File: config.mk
export PLATFORM = sky130hd
export DESIGN_NAME = ram_arbiter_flat
export DESIGN_NICKNAME = d
export VERILOG_FILES = /design/src/rtl/ram_arbiter_if.sv /design/src/rtl/ram_arbiter.sv /design/src/flat_wrapper.sv
export SDC_FILE = /design/constraint.sdc
export NUM_CORES = 1
export LEC_CHECK = 0
export ABC_AREA = 1
export ABC_CLOCK_PERIOD_IN_PS = 1500
export CORE_MARGIN = 1.5
export CORE_UTILIZATION = 38
export CTS_CLUSTER_DIAMETER = 40
export DETAILED_ROUTE_END_ITERATION = 6
export PLACE_DENSITY = 0.77
export SLEW_MARGIN = 20
export SYNTH_ARGS = -nofsm -noshare
export SYNTH_HDL_FRONTEND = slang
export SYNTH_SLANG_ARGS = --single-unit
File: constraint.sdc
create_clock -name clk -period 1.5 [get_ports clk]
set_input_delay 0.225 -clock clk [delete_from_list [all_inputs] [get_ports clk]]
set_output_delay 0.225 -clock clk [all_outputs]
set_load 0.005 [all_outputs]
File: src/rtl/ram_arbiter_if.sv
// Requester and RAM-side signal bundle for ram_arbiter.
// Handshake: a requester raises req with we/addr/wdata stable and keeps them until its one-cycle ack.
interface ram_arbiter_if;
  logic        req0;
  logic        we0;
  logic [11:0] addr0;
  logic [7:0]  wdata0;
  logic        ack0;
  logic        err0;

  logic        req1;
  logic        we1;
  logic [11:0] addr1;
  logic [7:0]  wdata1;
  logic        ack1;
  logic        err1;

  logic [7:0]  rdata;
  logic        busy;
  logic        gnt;

  logic [11:0] ram_addr;
  logic [7:0]  ram_din;
  logic [7:0]  ram_dout;
  logic        ram_chip_en;
  logic        ram_wrt_en;
  logic        ram_out_en;

  modport slave (
    input  req0, we0, addr0, wdata0,
    input  req1, we1, addr1, wdata1,
    input  ram_dout,
    output ack0, err0, ack1, err1,
    output rdata, busy, gnt,
    output ram_addr, ram_din, ram_chip_en, ram_wrt_en, ram_out_en
  );

  modport master (
    output req0, we0, addr0, wdata0,
    output req1, we1, addr1, wdata1,
    input  ack0, err0, ack1, err1,
    input  rdata, busy, gnt
  );

  modport ram (
    input  ram_addr, ram_din, ram_chip_en, ram_wrt_en, ram_out_en,
    output ram_dout
  );
endinterface

File: src/rtl/ram_arbiter.sv
// Two-port arbiter and setup/strobe/done access sequencer for the 8-bit asynchronous work RAM.
// Define RAM_ARB_ROUND_ROBIN_EN for round-robin ties; otherwise port 0 always wins ties.
module ram_arbiter #(
  parameter int DEPTH         = 8,
  parameter int STROBE_CYCLES = 1
) (
  input  logic        clk,
  input  logic        rst_n,
  ram_arbiter_if.slave bus,
  output logic [1:0]  dbg_state
);

  typedef enum logic [1:0] {
    IDLE   = 2'd0,
    SETUP  = 2'd1,
    STROBE = 2'd2,
    DONE   = 2'd3
  } state_t;

  localparam logic [3:0] CNT_LOAD = 4'(STROBE_CYCLES - 1);

  state_t      state, state_nxt;
  logic        cur_we, cur_we_nxt;
  logic        gnt_q, gnt_nxt;
  logic [3:0]  cnt_q, cnt_nxt;
  logic [7:0]  rdata_q, rdata_nxt;
  logic        ack0_q, ack0_nxt;
  logic        ack1_q, ack1_nxt;
  logic        err0_q, err0_nxt;
  logic        err1_q, err1_nxt;
  logic        busy_q, busy_nxt;
  logic [11:0] addr_q, addr_nxt;
  logic [7:0]  din_q, din_nxt;
  logic        ce_q, ce_nxt;
  logic        wr_q, wr_nxt;
  logic        oe_q, oe_nxt;

  logic        win;
  logic        any_req;
  logic        sel_we;
  logic        sel_oor;
  logic [11:0] sel_addr;
  logic [7:0]  sel_wdata;

  assign any_req = bus.req0 | bus.req1;

`ifdef RAM_ARB_ROUND_ROBIN_EN
  // Last-grant pointer starts at port 1 so port 0 takes the first tie.
  logic last_q;

  assign win = (bus.req0 && bus.req1) ? ~last_q : ~bus.req0;

  always_ff @(posedge clk or negedge rst_n) begin
    if (!rst_n) begin
      last_q <= 1'b1;
    end else if (state == IDLE && any_req) begin
      last_q <= win;
    end
  end
`else
  assign win = ~bus.req0;
`endif

  assign sel_we    = win ? bus.we1    : bus.we0;
  assign sel_addr  = win ? bus.addr1  : bus.addr0;
  assign sel_wdata = win ? bus.wdata1 : bus.wdata0;
  assign sel_oor   = (sel_addr >> DEPTH) != 12'd0;

  always_comb begin
    state_nxt  = state;
    cur_we_nxt = cur_we;
    gnt_nxt    = gnt_q;
    cnt_nxt    = cnt_q;
    rdata_nxt  = rdata_q;
    ack0_nxt   = 1'b0;
    ack1_nxt   = 1'b0;
    err0_nxt   = 1'b0;
    err1_nxt   = 1'b0;
    addr_nxt   = addr_q;
    din_nxt    = din_q;
    ce_nxt     = 1'b0;
    wr_nxt     = 1'b0;
    oe_nxt     = 1'b0;

    case (state)
      IDLE: begin
        if (any_req) begin
          gnt_nxt    = win;
          cur_we_nxt = sel_we;
          if (sel_oor) begin
            // Out-of-range access never touches the RAM pins.
            state_nxt = DONE;
            rdata_nxt = 8'h00;
            ack0_nxt  = ~win;
            ack1_nxt  = win;
            err0_nxt  = ~win;
            err1_nxt  = win;
          end else begin
            state_nxt = SETUP;
            addr_nxt  = sel_addr;
            din_nxt   = sel_wdata;
            ce_nxt    = 1'b1;
          end
        end
      end

      SETUP: begin
        state_nxt = STROBE;
        cnt_nxt   = CNT_LOAD;
        ce_nxt    = 1'b1;
        wr_nxt    = cur_we;
        oe_nxt    = ~cur_we;
      end

      STROBE: begin
        if (cnt_q == 4'd0) begin
          state_nxt = DONE;
          if (!cur_we) begin
            rdata_nxt = bus.ram_dout;
          end
          ack0_nxt = ~gnt_q;
          ack1_nxt = gnt_q;
        end else begin
          cnt_nxt = cnt_q - 4'd1;
          ce_nxt  = 1'b1;
          wr_nxt  = cur_we;
          oe_nxt  = ~cur_we;
        end
      end

      DONE: begin
        state_nxt = IDLE;
      end

      default: begin
        state_nxt = IDLE;
      end
    endcase

    busy_nxt = (state_nxt != IDLE);
  end

  always_ff @(posedge clk or negedge rst_n) begin
    if (!rst_n) begin
      state   <= IDLE;
      cur_we  <= 1'b0;
      gnt_q   <= 1'b0;
      cnt_q   <= 4'd0;
      rdata_q <= 8'h00;
      ack0_q  <= 1'b0;
      ack1_q  <= 1'b0;
      err0_q  <= 1'b0;
      err1_q  <= 1'b0;
      busy_q  <= 1'b0;
      addr_q  <= 12'h000;
      din_q   <= 8'h00;
      ce_q    <= 1'b0;
      wr_q    <= 1'b0;
      oe_q    <= 1'b0;
    end else begin
      state   <= state_nxt;
      cur_we  <= cur_we_nxt;
      gnt_q   <= gnt_nxt;
      cnt_q   <= cnt_nxt;
      rdata_q <= rdata_nxt;
      ack0_q  <= ack0_nxt;
      ack1_q  <= ack1_nxt;
      err0_q  <= err0_nxt;
      err1_q  <= err1_nxt;
      busy_q  <= busy_nxt;
      addr_q  <= addr_nxt;
      din_q   <= din_nxt;
      ce_q    <= ce_nxt;
      wr_q    <= wr_nxt;
      oe_q    <= oe_nxt;
    end
  end

  assign bus.ack0        = ack0_q;
  assign bus.ack1        = ack1_q;
  assign bus.err0        = err0_q;
  assign bus.err1        = err1_q;
  assign bus.rdata       = rdata_q;
  assign bus.busy        = busy_q;
  assign bus.gnt         = gnt_q;
  assign bus.ram_addr    = addr_q;
  assign bus.ram_din     = din_q;
  assign bus.ram_chip_en = ce_q;
  assign bus.ram_wrt_en  = wr_q;
  assign bus.ram_out_en  = oe_q;
  assign dbg_state       = state;

endmodule

File: src/flat_wrapper.sv
// flat-port wrapper written by rule: the top's interface ports become plain ports
module ram_arbiter_flat 
#(
  parameter int DEPTH         = 8,
  parameter int STROBE_CYCLES = 1
)
  (clk, rst_n, dbg_state, bus_req0, bus_we0, bus_addr0, bus_wdata0, bus_req1, bus_we1, bus_addr1, bus_wdata1, bus_ram_dout, bus_ack0, bus_err0, bus_ack1, bus_err1, bus_rdata, bus_busy, bus_gnt, bus_ram_addr, bus_ram_din, bus_ram_chip_en, bus_ram_wrt_en, bus_ram_out_en);
  ram_arbiter_if bus_i ();
  input  logic clk;
  input  logic rst_n;
  output logic [1:0] dbg_state;
  input wire logic [$bits(bus_i.req0)-1:0] bus_req0;
  input wire logic [$bits(bus_i.we0)-1:0] bus_we0;
  input wire logic [$bits(bus_i.addr0)-1:0] bus_addr0;
  input wire logic [$bits(bus_i.wdata0)-1:0] bus_wdata0;
  input wire logic [$bits(bus_i.req1)-1:0] bus_req1;
  input wire logic [$bits(bus_i.we1)-1:0] bus_we1;
  input wire logic [$bits(bus_i.addr1)-1:0] bus_addr1;
  input wire logic [$bits(bus_i.wdata1)-1:0] bus_wdata1;
  input wire logic [$bits(bus_i.ram_dout)-1:0] bus_ram_dout;
  output wire logic [$bits(bus_i.ack0)-1:0] bus_ack0;
  output wire logic [$bits(bus_i.err0)-1:0] bus_err0;
  output wire logic [$bits(bus_i.ack1)-1:0] bus_ack1;
  output wire logic [$bits(bus_i.err1)-1:0] bus_err1;
  output wire logic [$bits(bus_i.rdata)-1:0] bus_rdata;
  output wire logic [$bits(bus_i.busy)-1:0] bus_busy;
  output wire logic [$bits(bus_i.gnt)-1:0] bus_gnt;
  output wire logic [$bits(bus_i.ram_addr)-1:0] bus_ram_addr;
  output wire logic [$bits(bus_i.ram_din)-1:0] bus_ram_din;
  output wire logic [$bits(bus_i.ram_chip_en)-1:0] bus_ram_chip_en;
  output wire logic [$bits(bus_i.ram_wrt_en)-1:0] bus_ram_wrt_en;
  output wire logic [$bits(bus_i.ram_out_en)-1:0] bus_ram_out_en;
  assign bus_i.req0 = bus_req0;
  assign bus_i.we0 = bus_we0;
  assign bus_i.addr0 = bus_addr0;
  assign bus_i.wdata0 = bus_wdata0;
  assign bus_i.req1 = bus_req1;
  assign bus_i.we1 = bus_we1;
  assign bus_i.addr1 = bus_addr1;
  assign bus_i.wdata1 = bus_wdata1;
  assign bus_i.ram_dout = bus_ram_dout;
  assign bus_ack0 = bus_i.ack0;
  assign bus_err0 = bus_i.err0;
  assign bus_ack1 = bus_i.ack1;
  assign bus_err1 = bus_i.err1;
  assign bus_rdata = bus_i.rdata;
  assign bus_busy = bus_i.busy;
  assign bus_gnt = bus_i.gnt;
  assign bus_ram_addr = bus_i.ram_addr;
  assign bus_ram_din = bus_i.ram_din;
  assign bus_ram_chip_en = bus_i.ram_chip_en;
  assign bus_ram_wrt_en = bus_i.ram_wrt_en;
  assign bus_ram_out_en = bus_i.ram_out_en;
  ram_arbiter #(.DEPTH(DEPTH), .STROBE_CYCLES(STROBE_CYCLES)) u_core (.clk(clk), .rst_n(rst_n), .bus(bus_i), .dbg_state(dbg_state));
endmodule
# ---- Word-level counts from Yosys, hierarchy flattened
# Index checks and enable logic that the tools add are counted.
dict set report totals {
  regBits 44
  in_bits 54
  output_inout_bits 39
  wordCells 71
}
dict set report op_classes {
  n_addsub 1
  n_eq_ne 8
  mux 32
  bitwise 5
  reduce_logical 10
}
# cell count
set op_table {}
lappend op_table {{8-bit 2-to-1 mux} 5}
lappend op_table {{8-bit one-hot mux with 2 select lines} 1}
lappend op_table {{1-bit 2-to-1 mux} 14}
lappend op_table {{12-bit 2-to-1 mux} 1}
lappend op_table {{12-bit nonzero test} 1}
lappend op_table {{1-bit one-hot mux with 2 select lines} 4}
lappend op_table {{2-bit one-hot mux with 4 select lines} 1}
lappend op_table {{4-bit one-hot mux with 2 select lines} 1}
lappend op_table {{2-bit 2-to-1 mux} 3}
lappend op_table {{2-bit by 1-bit inequality test with 1-bit output (second input constant)} 3}
lappend op_table {{2-bit nonzero test} 3}
lappend op_table {{5-bit AND reduction} 1}
lappend op_table {{2-bit equality test (second input constant)} 2}
lappend op_table {{4-bit logical NOT} 1}
lappend op_table {{4-bit 2-to-1 mux} 1}
lappend op_table {{2-bit inequality test (second input constant)} 2}
lappend op_table {{1-bit NOT} 4}
lappend op_table {{2-bit AND reduction} 2}
lappend op_table {{4-bit by 1-bit subtractor with 4-bit output (second input constant)} 1}
lappend op_table {{1-bit one-hot mux with 3 select lines} 1}
lappend op_table {{3-bit AND reduction} 1}
lappend op_table {{2-bit by 1-bit equality test with 1-bit output (second input constant)} 1}
lappend op_table {{2-bit logical NOT} 1}
lappend op_table {{1-bit bitwise OR} 1}

# ---- Depth between registers and ports, before layout
dict set report depth {
  ltp_word 6
  depth_mapped 10
  depth_no_buf 10
}

# ---- Worst setup path before layout
# OpenSTA, ideal clock, no wires.
dict set report synth_path {
  kind {reg-to-reg}
  startpoint {reg u_core.state[0], in the netlist u_core.dbg_state[0]}
  endpoint {reg u_core.rdata_q[0], in the netlist u_core.bus.rdata[0]}
  setup_ps 116
  arrival_ps 1421
  t_required_ps 1384
  slack_ps -37
  path_stages_with_launch 11
  n_path_buf 1
  cell_sequence {dfrtp_1 > inv_1 > ha_1 > buf_6 > nor2_2 > nor2_2 > nand2_2 > nor2_8 > nand2_4 > nand2_1 > nand2_1}
}
dict set report synth_between {
  elab_chain_cells 3
  elab_cells_between_ends 9
  classes_between {eq/ne: 5; mux: 1; reduce/logical: 3}
}
# element line_no
set synth_rtl {}
lappend synth_rtl {{start: declaration} ram_arbiter.sv:22} ;# state_t state, state_nxt;
lappend synth_rtl {{start signal: assignment} ram_arbiter.sv:161} ;# state <= state_nxt;
lappend synth_rtl {{2-bit equality test or 2-bit logical NOT (tied branches)} ram_arbiter.sv:85} ;# case (state)
lappend synth_rtl {{2-bit inequality test (no line) (tied with other cells)} -}
lappend synth_rtl {{5-bit AND reduction (no line)} -}
lappend synth_rtl {{end signal: assignment} ram_arbiter.sv:165} ;# rdata_q <= rdata_nxt;
lappend synth_rtl {{end: declaration} ram_arbiter.sv:26} ;# logic [7:0] rdata_q, rdata_nxt;
# Parallel ways exist; a longest one is shown, timed or not.
# A chain may end at the register's enable or synchronous reset.

# ---- Worst setup path after layout
dict set report layout_path {
  startpoint {reg u_core.state[1], in the netlist u_core.dbg_state[1]}
  endpoint {reg u_core.rdata_q[7], in the netlist u_core.bus.rdata[7]}
}
# Same word-level chain as after synthesis.

==> results.md <==
* Outcome: finished clean
* RSZ-0062 raised after global routing: yes
* Clock sinks at 44
* Crit path arrival time at 1.69 ns
* Worst r2r dst: u_core.bus.rdata[7]
* Remaining Overflow, GRT at 0
* Fillers at 465
* Die ar. at 0.00623 sq mm
* Tcrit/Tclk final at between 90% and 100%
* Minimum clock period at 1.45 ns
* Gpl congestion at 0.785
* # setup viols final at 0
* IO Pins at 93
* WL final at 5370 um
* Vias at about 1,900
* Syn_area_per_cell at 9.65 sq um
* Starting Density at 39.5%
* Highest clock rate at just under 0.7 GHz
* Multi-input logic area at 975 sq um
* DP Cell Count at 405
* Final Skew at 0.00312 ns
* Fin cells at 420
* Core ar. at 0.00554 sq mm
* WL/cell at 12.8 um
* Rows at 27
* Drt drc at 0
* Routed Antenna Nets at 0
* Max-slew violations at 0
* RR Startpoint: u_core.dbg_state[1]
* First-pass GRT wire length at 8790 um
* Dpl hpwl at slightly above 4000 um
* # H-tree levels at 2
* Setup WS pre-CTS at -0.165 ns
* VDD IR max at 0.824 mV
* TritonCTS clock tree: done
* Area Overhead vs Synth at 60.9%
* Total CTS buffers at 5
* Max_cap viols at 0
* Number of port buffers at between 90 and 100
* N_diodes at 0
* Clock Tree Root: clkbuf_8
* Yosys top cell by area: dfrtp_1
* Worst-case reg-to-reg path depth at 9
* Leading post-synthesis cells by cell area: dfrtp_1 50%, nand2_1 9.6%, mux2i_1 7.3%
* GRT Total Usage at 18.1%
* LEAKAGE at around 1.7 nW
* Rel. slew slack at 71.0%
* Worst-path clk slew at 0.08 ns
* Worst-path fanout max at 7
* Cell area after synthesis at roughly 0.0022 sq mm
* Yosys warns at 0
* Total area of sequential cells at 0.00110 sq mm
* Iter 0 DRT Violations at 66
* Kind of end point of the critical path: register
* Crit path required time at 1.74 ns
* Synthesized instance count at 227
* Share of cells above drive strength 1 at 22.7%
* 1st-pass router iterations at 4
* Clock latency on the worst-skew pair at 0.30 ns
* Synthesis-stage register bit count at 44
* CP Capture Point: u_core.bus.rdata[7]
* CP Launch Type: register
* Vias in the first global route at approximately 1,900
* Power per cell area at 1760 mW/mm^2
* CP startpoint: u_core.dbg_state[1]
* Initial antenna violation count at 0
* Vias per cell at 4.56
* Hold WS at 0.395 ns
* Final setup margin at 0.0508 ns
* Final nets at 407
* Pin slew with the least headroom to its limit at roughly 0.43 ns
* Die X at 78.9 um
* Worst reg2reg setup slack at between 0.05 and 0.06 ns
* Crit path kind: register to register
* Clk buf depth at 2
* Yosys cell types at 26
* Final Hold Viols at 0
* Overall Power at 6.19 mW
* Hold Path Class: input port to async pin
* Die height at 78.9 um
* Pin count of the biggest net entering global routing at 21
* Synth top area share at 50.3%
* Synthesized Nets at around 290
* Sequential area share after synthesis at approximately half
what timing repair did:
action,4_1_cts,5_1_grt
hold buffers,1,0
endpoints found under the setup margin,12,29
setup buffers,0,6
endpoints found under the hold margin,17,0
pin swaps,0,2
gates resized for setup,3,15
cells by family after synthesis:
| group | after synthesis | share of synthesized area [%] |
|---|---|---|
| AOI/OAI and AO/OA | 30 | 10.7 |
| xor gates and xnor gates | 1 | 0.400 |
| adders and majority gates | 6 | 3.43 |
| buffers and inverters | 33 | 7.54 |
| DFF | 44 | 50.3 |
| muxes | 16 | 7.31 |
| and+or+nand+nor | 97 | 20.4 |
cell usage in the layout, fill, tap and decap left out, types with 2 or more instances in the layout:
master and instances:
o21ai_0 4, nand2_2 11, clkbuf_8 5, nand2_4 3
buf_4 24, o21ai_2 16, inv_2 2, buf_12 2
mux2i_1 16, nand2_1 47, inv_1 24, ha_4 2
dlygate4sd2_1 2, nor2_2 3, nand3_1 13, ha_1 3
clkdlybuf4s50_1 89, dfrtp_1 43, nor2_1 17, a21oi_1 4
metal layers:
layer	vias to the layer above	share of wire, %	GRT usage [%]
li1	966	-	-
met1	892	43	22.0
met2	46	51	31.4
met3	11	3.6	4.14
met4	0	2.2	6.84
met5	-	0	0
cells in the mapped netlist (all sizes together):
| cell type | number |
|---|---|
| a21oi | 6 |
| a31oi | 1 |
| buf | 6 |
| dfrtp | 44 |
| ha | 6 |
| inv | 27 |
| mux2i | 16 |
| nand2 | 61 |
| nand3 | 14 |
| nor2 | 21 |
| nor3 | 1 |
| o21ai | 20 |
| o22ai | 1 |
| o31ai | 1 |
| o32ai | 1 |
| xnor2 | 1 |
through the flow:
stage	area (sq um)	utilization [%]	setup TNS, ns
detailed placement	3310	59.8	-2.16
CTS	3430	61.9	0
finish	3530	63.6	0
global placement	3310	59.8	-1.67
global route	3530	63.6	-0.200
floorplan	2190	-	0
critical path, stage by stage, from the launching register on:
cell and delay (ns):
dfrtp_2 0.45, inv_2 0.09, ha_4 0.16, nor2_2 0.04
nor2_2 0.11, nand2_2 0.09, nor2_8 0.17, buf_4 0.14
nand3_1 0.07, nand2_1 0.07
final cells by class:
type                            instances  share of cell area [%]
Timing Repair Buffer                  119                    32.4
Sequential cell                        44                    31.3
Multi-Input combinational cell        150                    27.6
Inverter                               27                    2.95
Tap cell                               72                    2.56
Clock buffer                            5                    1.95
Clock inverter                          3                    1.21
flip-flops by register name, summed over array words and instances (netlist names):
register	cells
u_core.cnt_q	4
u_core.bus.rdata	8
u_core.bus.gnt	1
u_core.bus.err1	1
u_core.cur_we	1
u_core.dbg_state	2
u_core.bus.err0	1
u_core.bus.ack0	1
u_core.bus.ram_chip_en	1
u_core.bus.ram_addr	12
u_core.bus.ack1	1
u_core.bus.busy	1
u_core.bus.ram_din	8
u_core.bus.ram_out_en	1
u_core.bus.ram_wrt_en	1
worst min path at each step:
stage	to	start
3_5_place_dp	u_core.bus.ram_din[1]	rst_n
4_1_cts	u_core.bus.ram_din[5]	rst_n
6_report	u_core.bus.ram_addr[6]	rst_n
5_1_grt	u_core.cur_we	rst_n
3_3_place_gp	u_core.bus.ram_din[1]	rst_n
2_1_floorplan	u_core.bus.ack0	rst_n
where the power goes:
| group | internal [mW] | leakage, nW | switching [mW] |
|---|---|---|---|
| combinational | 1.80 | 1.12 | 1.50 |
| sequential | 1.70 | 0.562 | 0.295 |
| clock | 0.493 | 0.0541 | 0.409 |
Power figures use the tool's default switching activity.
==> RTL change 1 (config.mk and constraints unchanged) <==
Take the reset off `din_q` and load it in a clocked block of its own.
--- a/src/rtl/ram_arbiter.sv
+++ b/src/rtl/ram_arbiter.sv
@@ -154,5 +154,4 @@
       busy_q  <= 1'b0;
       addr_q  <= 12'h000;
-      din_q   <= 8'h00;
       ce_q    <= 1'b0;
       wr_q    <= 1'b0;
@@ -170,9 +169,12 @@
       busy_q  <= busy_nxt;
       addr_q  <= addr_nxt;
-      din_q   <= din_nxt;
       ce_q    <= ce_nxt;
       wr_q    <= wr_nxt;
       oe_q    <= oe_nxt;
     end
+  end
+
+  always_ff @(posedge clk) begin
+    din_q <= din_nxt;
   end
 
Function: changed (Yosys sat finds a counterexample within 4 cycles, from zero or initial values and one cycle with rst_n low).
==> RTL change 1 against the original RTL <==
  * Sequential cell count unchanged
  * Synthesized area down 4.3%
  * Cell area down 2.4%
  * Total power down 19%
  * Wire length down 1.6%
  * Setup slack worse by 0.0079 ns
  * Clock skew up 0.0014 ns
==> RTL change 1: results (changes against the original RTL) <==
Final layout
  – Non-clock inverter instance count of the final layout: 29 (+7.4%)
  – Post-layout net count: 406 (-0.25%)
  – Area of the multi-input gates: 861 sq um (-12%)
  – Filler cell count in the final layout: 427 (-8.2%)
  – Non-Clock Buffer Area Fraction: 33.4% (+0.96 points)
  – Fraction of final layout cells sized beyond drive strength 1: 18.2% (-4.5 points)
  – Area delta synth->final: 64.1%
  – Sequential cell area: 1140 sq um (+3.6%)
  – Post-route non-filler standard cell count: 417 (-0.71%)
  – Seq/total area: 33.2% (+1.9 points)
  – Multi-In Gates: 149 (-0.67%)
  – Core Util, Final: 66.1% (+2.4 points)
  – Buffer count excluding the clock tree in the final layout: 117 (-1.7%)

Pwr
  – Maximum ir drop on the vdd rail: 915 uV (+11%)
  – Static leakage: 1.64 nW (-5.2%)
  – Logic power comb: 2.52 mW (-24%)
  – PwrDens: 1450 nW/um^2 (-17%)

Placement
  – Detailed placer's ending HPWL: 3.89 mm (-5.3%)
  – Inst Count DP: 400 (-1.2%)
  – Pre-CTS setup slack: -0.234 ns (-0.0681 ns)
  – Placed Instance Area: 3260 sq um (-1.5%)
  – Global placer's final weighted congestion: 0.793 (+1.0%)

Yosys
  – Number of enable flip-flop cells after synthesis: 8 (+8)
  – Fraction of registers with async set or reset after synthesis: 81.8% (-18 points)
  – Synth cell types: 30 (+15%)
  – Most numerous cell types in the synthesized netlist: sky130_fd_sc_hd__nand2_1, sky130_fd_sc_hd__dfrtp_1, sky130_fd_sc_hd__inv_1
  – Mean instance size in the synthesized netlist: 9.27 sq um (-3.9%)
  – Xor-xnor portion of the synthesized cell area: 0.418% (+0.018 points)
  – Sequential cell area fraction in the yosys report: 54.4% (+4.2 points)

Route
  – DR WL/cell: 12.7 um (-0.91%)
  – Total number of vias: 1,884 (-1.6%)
  – Count of routing violations after the opening detailed-route iteration: 60 (-9.1%)

Timing
  – Max Clk Rate: 0.686 GHz (-0.54%)
  – Worst Skew: 0.00452 ns (+0.00140 ns)
  – Worst slew margin relative to its limit: 83.7% (+13 points)
  – Minimum hold slack: 0.282 ns (-0.113 ns)

Global routing
  – Vias in the first global route: 1,769 (-7.2%)
  – Pin count of the biggest net entering global routing: 33 (+57%)
  – Global-route wire length before repair: 8.25 mm (-6.1%)

Outcome
  – Run status: finished, final reports clean

Worst setup path
  – Crit-path max FO: 8 (+1)
-- RTL change 1: cell types whose count changed after synthesis, sizes merged, moves of 2 or more --
| cell | before | now |
|---|---|---|
| o21ai | 20 | 12 |
| mux2i | 16 | 8 |
| buf | 6 | 4 |
| nor2 | 21 | 19 |
| nand2 | 61 | 77 |
| dfrtp | 44 | 36 |
| edfxtp | 0 | 8 |
-- RTL change 1: repair_timing --
item | in CTS | in global routing
resized for setup | 4 | 10
hold buffers | 1 | 0
endpoints found under the setup margin | 10 | 21
cloned | 0 | 1
pin swaps | 1 | 7
hold endpoints to repair | 36 | 0
buffers inserted | 3 | 4
-- RTL change 1: metal layers --
layer  GRT usage (%)  routed length (um)
met4            5.27                 103
met3            5.12                 350
met5               0                   0
met2            31.1                2720
met1            21.0                2110
==> RTL change 2 (config.mk and constraints unchanged) <==
Made on the original files. Build with the macro `RAM_ARB_ROUND_ROBIN_EN` defined.
--- a/src/rtl/ram_arbiter.sv
+++ b/src/rtl/ram_arbiter.sv
@@ -1,4 +1,6 @@
 // Two-port arbiter and setup/strobe/done access sequencer for the 8-bit asynchronous work RAM.
 // Define RAM_ARB_ROUND_ROBIN_EN for round-robin ties; otherwise port 0 always wins ties.
+`define RAM_ARB_ROUND_ROBIN_EN
+
 module ram_arbiter #(
   parameter int DEPTH         = 8,
Behaviour: not the same (a bounded check fails within 4 cycles, from zero or initial values and one cycle with rst_n low).
==> RTL change 2 against the original RTL <==
  * Sequential cell count rose by 1
  * Total power up 2.0%
  * Cell area shrank 0.25%
  * First-iteration DRC count is 27% higher
  * Highest routed layer unchanged
  * Synthesized area increased by 0.29%
  * Count of clock-buffer cells in the layout grew 1
  * Clock power shrank 11%
  * Setup slack lost 0.0019 ns
  * Wire length up 10%
  * Critical path type is now reg -> out
  * Non-clock buffer count fell by 8
  * Synthesized cell count increased by 25%
==> RTL change 2: results (changes against the original RTL) <==
Yosys
  – Top cells by area in the synthesized netlist: sky130_fd_sc_hd__dfrtp_1, sky130_fd_sc_hd__nand2_1, sky130_fd_sc_hd__inv_1
  – Cells after Synth: 283 (+25%)
  – Most numerous cell types in the synthesized netlist: sky130_fd_sc_hd__nand2_1, sky130_fd_sc_hd__dfrtp_1, sky130_fd_sc_hd__inv_1
  – Sequential cell area fraction in the yosys report: 51.3% (+1.1 points)
  – Xor-xnor portion of the synthesized cell area: 0% (-0.40 points)
  – Area share of fa/ha/maj cells after synthesis: 3.42% (-0.0098 points)
  – Mux cell area share after synthesis: 0% (-7.3 points)
  – Net count after synthesis: 343 (+20%)

Final layout
  – Filler cell count in the final layout: 474 (+1.9%)

Global routing
  – Vias in the first global route: 2,090 (+9.7%)
  – Global-route wire length before repair: 9.21 mm (+4.8%)
  – Total track usage: 19.3% (+1.2 points)

Worst setup path
  – Beginning of the critical path: u_core.bus.gnt
  – Crit-path max FO: 3 (-4)
  – Worst Path Arrival: 1.23 ns (-0.46 ns)
  – Crit-path max cell delay: 0.53 ns (+0.08 ns)
  – Family with the most delay on the worst path: buffers and inverters
  – Critical Path End: bus_gnt
  – Critical register-to-register path endpoint: u_core.bus.ram_addr[1]

Pwr
  – Maximum ir drop on the vdd rail: 1060 uV (+28%)
  – Logic power comb: 3.46 mW (+5%)
  – Static leakage: 1.81 nW (+4.7%)

Route
  – Routed metal-1 wirelength: 2.54 mm (+8.8%)
  – Met2 layer wire length in the routed design: 3.02 mm (+11%)
  – Vias per cell: 4.62 (+1.3%)

Placement
  – Pre-CTS setup slack: -0.137 ns (+0.0287 ns)
  – Global placer's final weighted congestion: 0.831 (+5.9%)
  – Inst Count DP: 457 (+13%)
  – Placed Instance Area: 3320 sq um (+0.30%)

Outcome
  – Run status: finished, final reports clean

Timing
  – Worst slew margin relative to its limit: 66.4% (-4.6 points)
  – Worst Skew: 0.00684 ns (+0.00372 ns)
RTL change 2: cell count changes after synthesis, moves of 2 or more:
| cell | delta |
|---|---|
| sky130_fd_sc_hd__buf_6 | -4 |
| sky130_fd_sc_hd__o21ai_0 | +2 |
| sky130_fd_sc_hd__mux2i_1 | -16 |
| sky130_fd_sc_hd__nor2_1 | -6 |
| sky130_fd_sc_hd__buf_2 | +2 |
| sky130_fd_sc_hd__o22ai_1 | +2 |
| sky130_fd_sc_hd__o21ai_2 | -16 |
| sky130_fd_sc_hd__nand3_1 | +2 |
| sky130_fd_sc_hd__nand2_1 | +90 |
| sky130_fd_sc_hd__nor2_2 | -3 |
RTL change 2: layout make-up:
type / count / share of cell area (%)
Clock buffer: 6 / 2.35
Timing Repair Buffer: 111 / 31.2
Multi-Input combinational cell: 204 / 28.3
Inverter: 28 / 3.13
Tap cell: 72 / 2.56
Sequential cell: 45 / 32.1
Clock inverter: 2 / 0.391
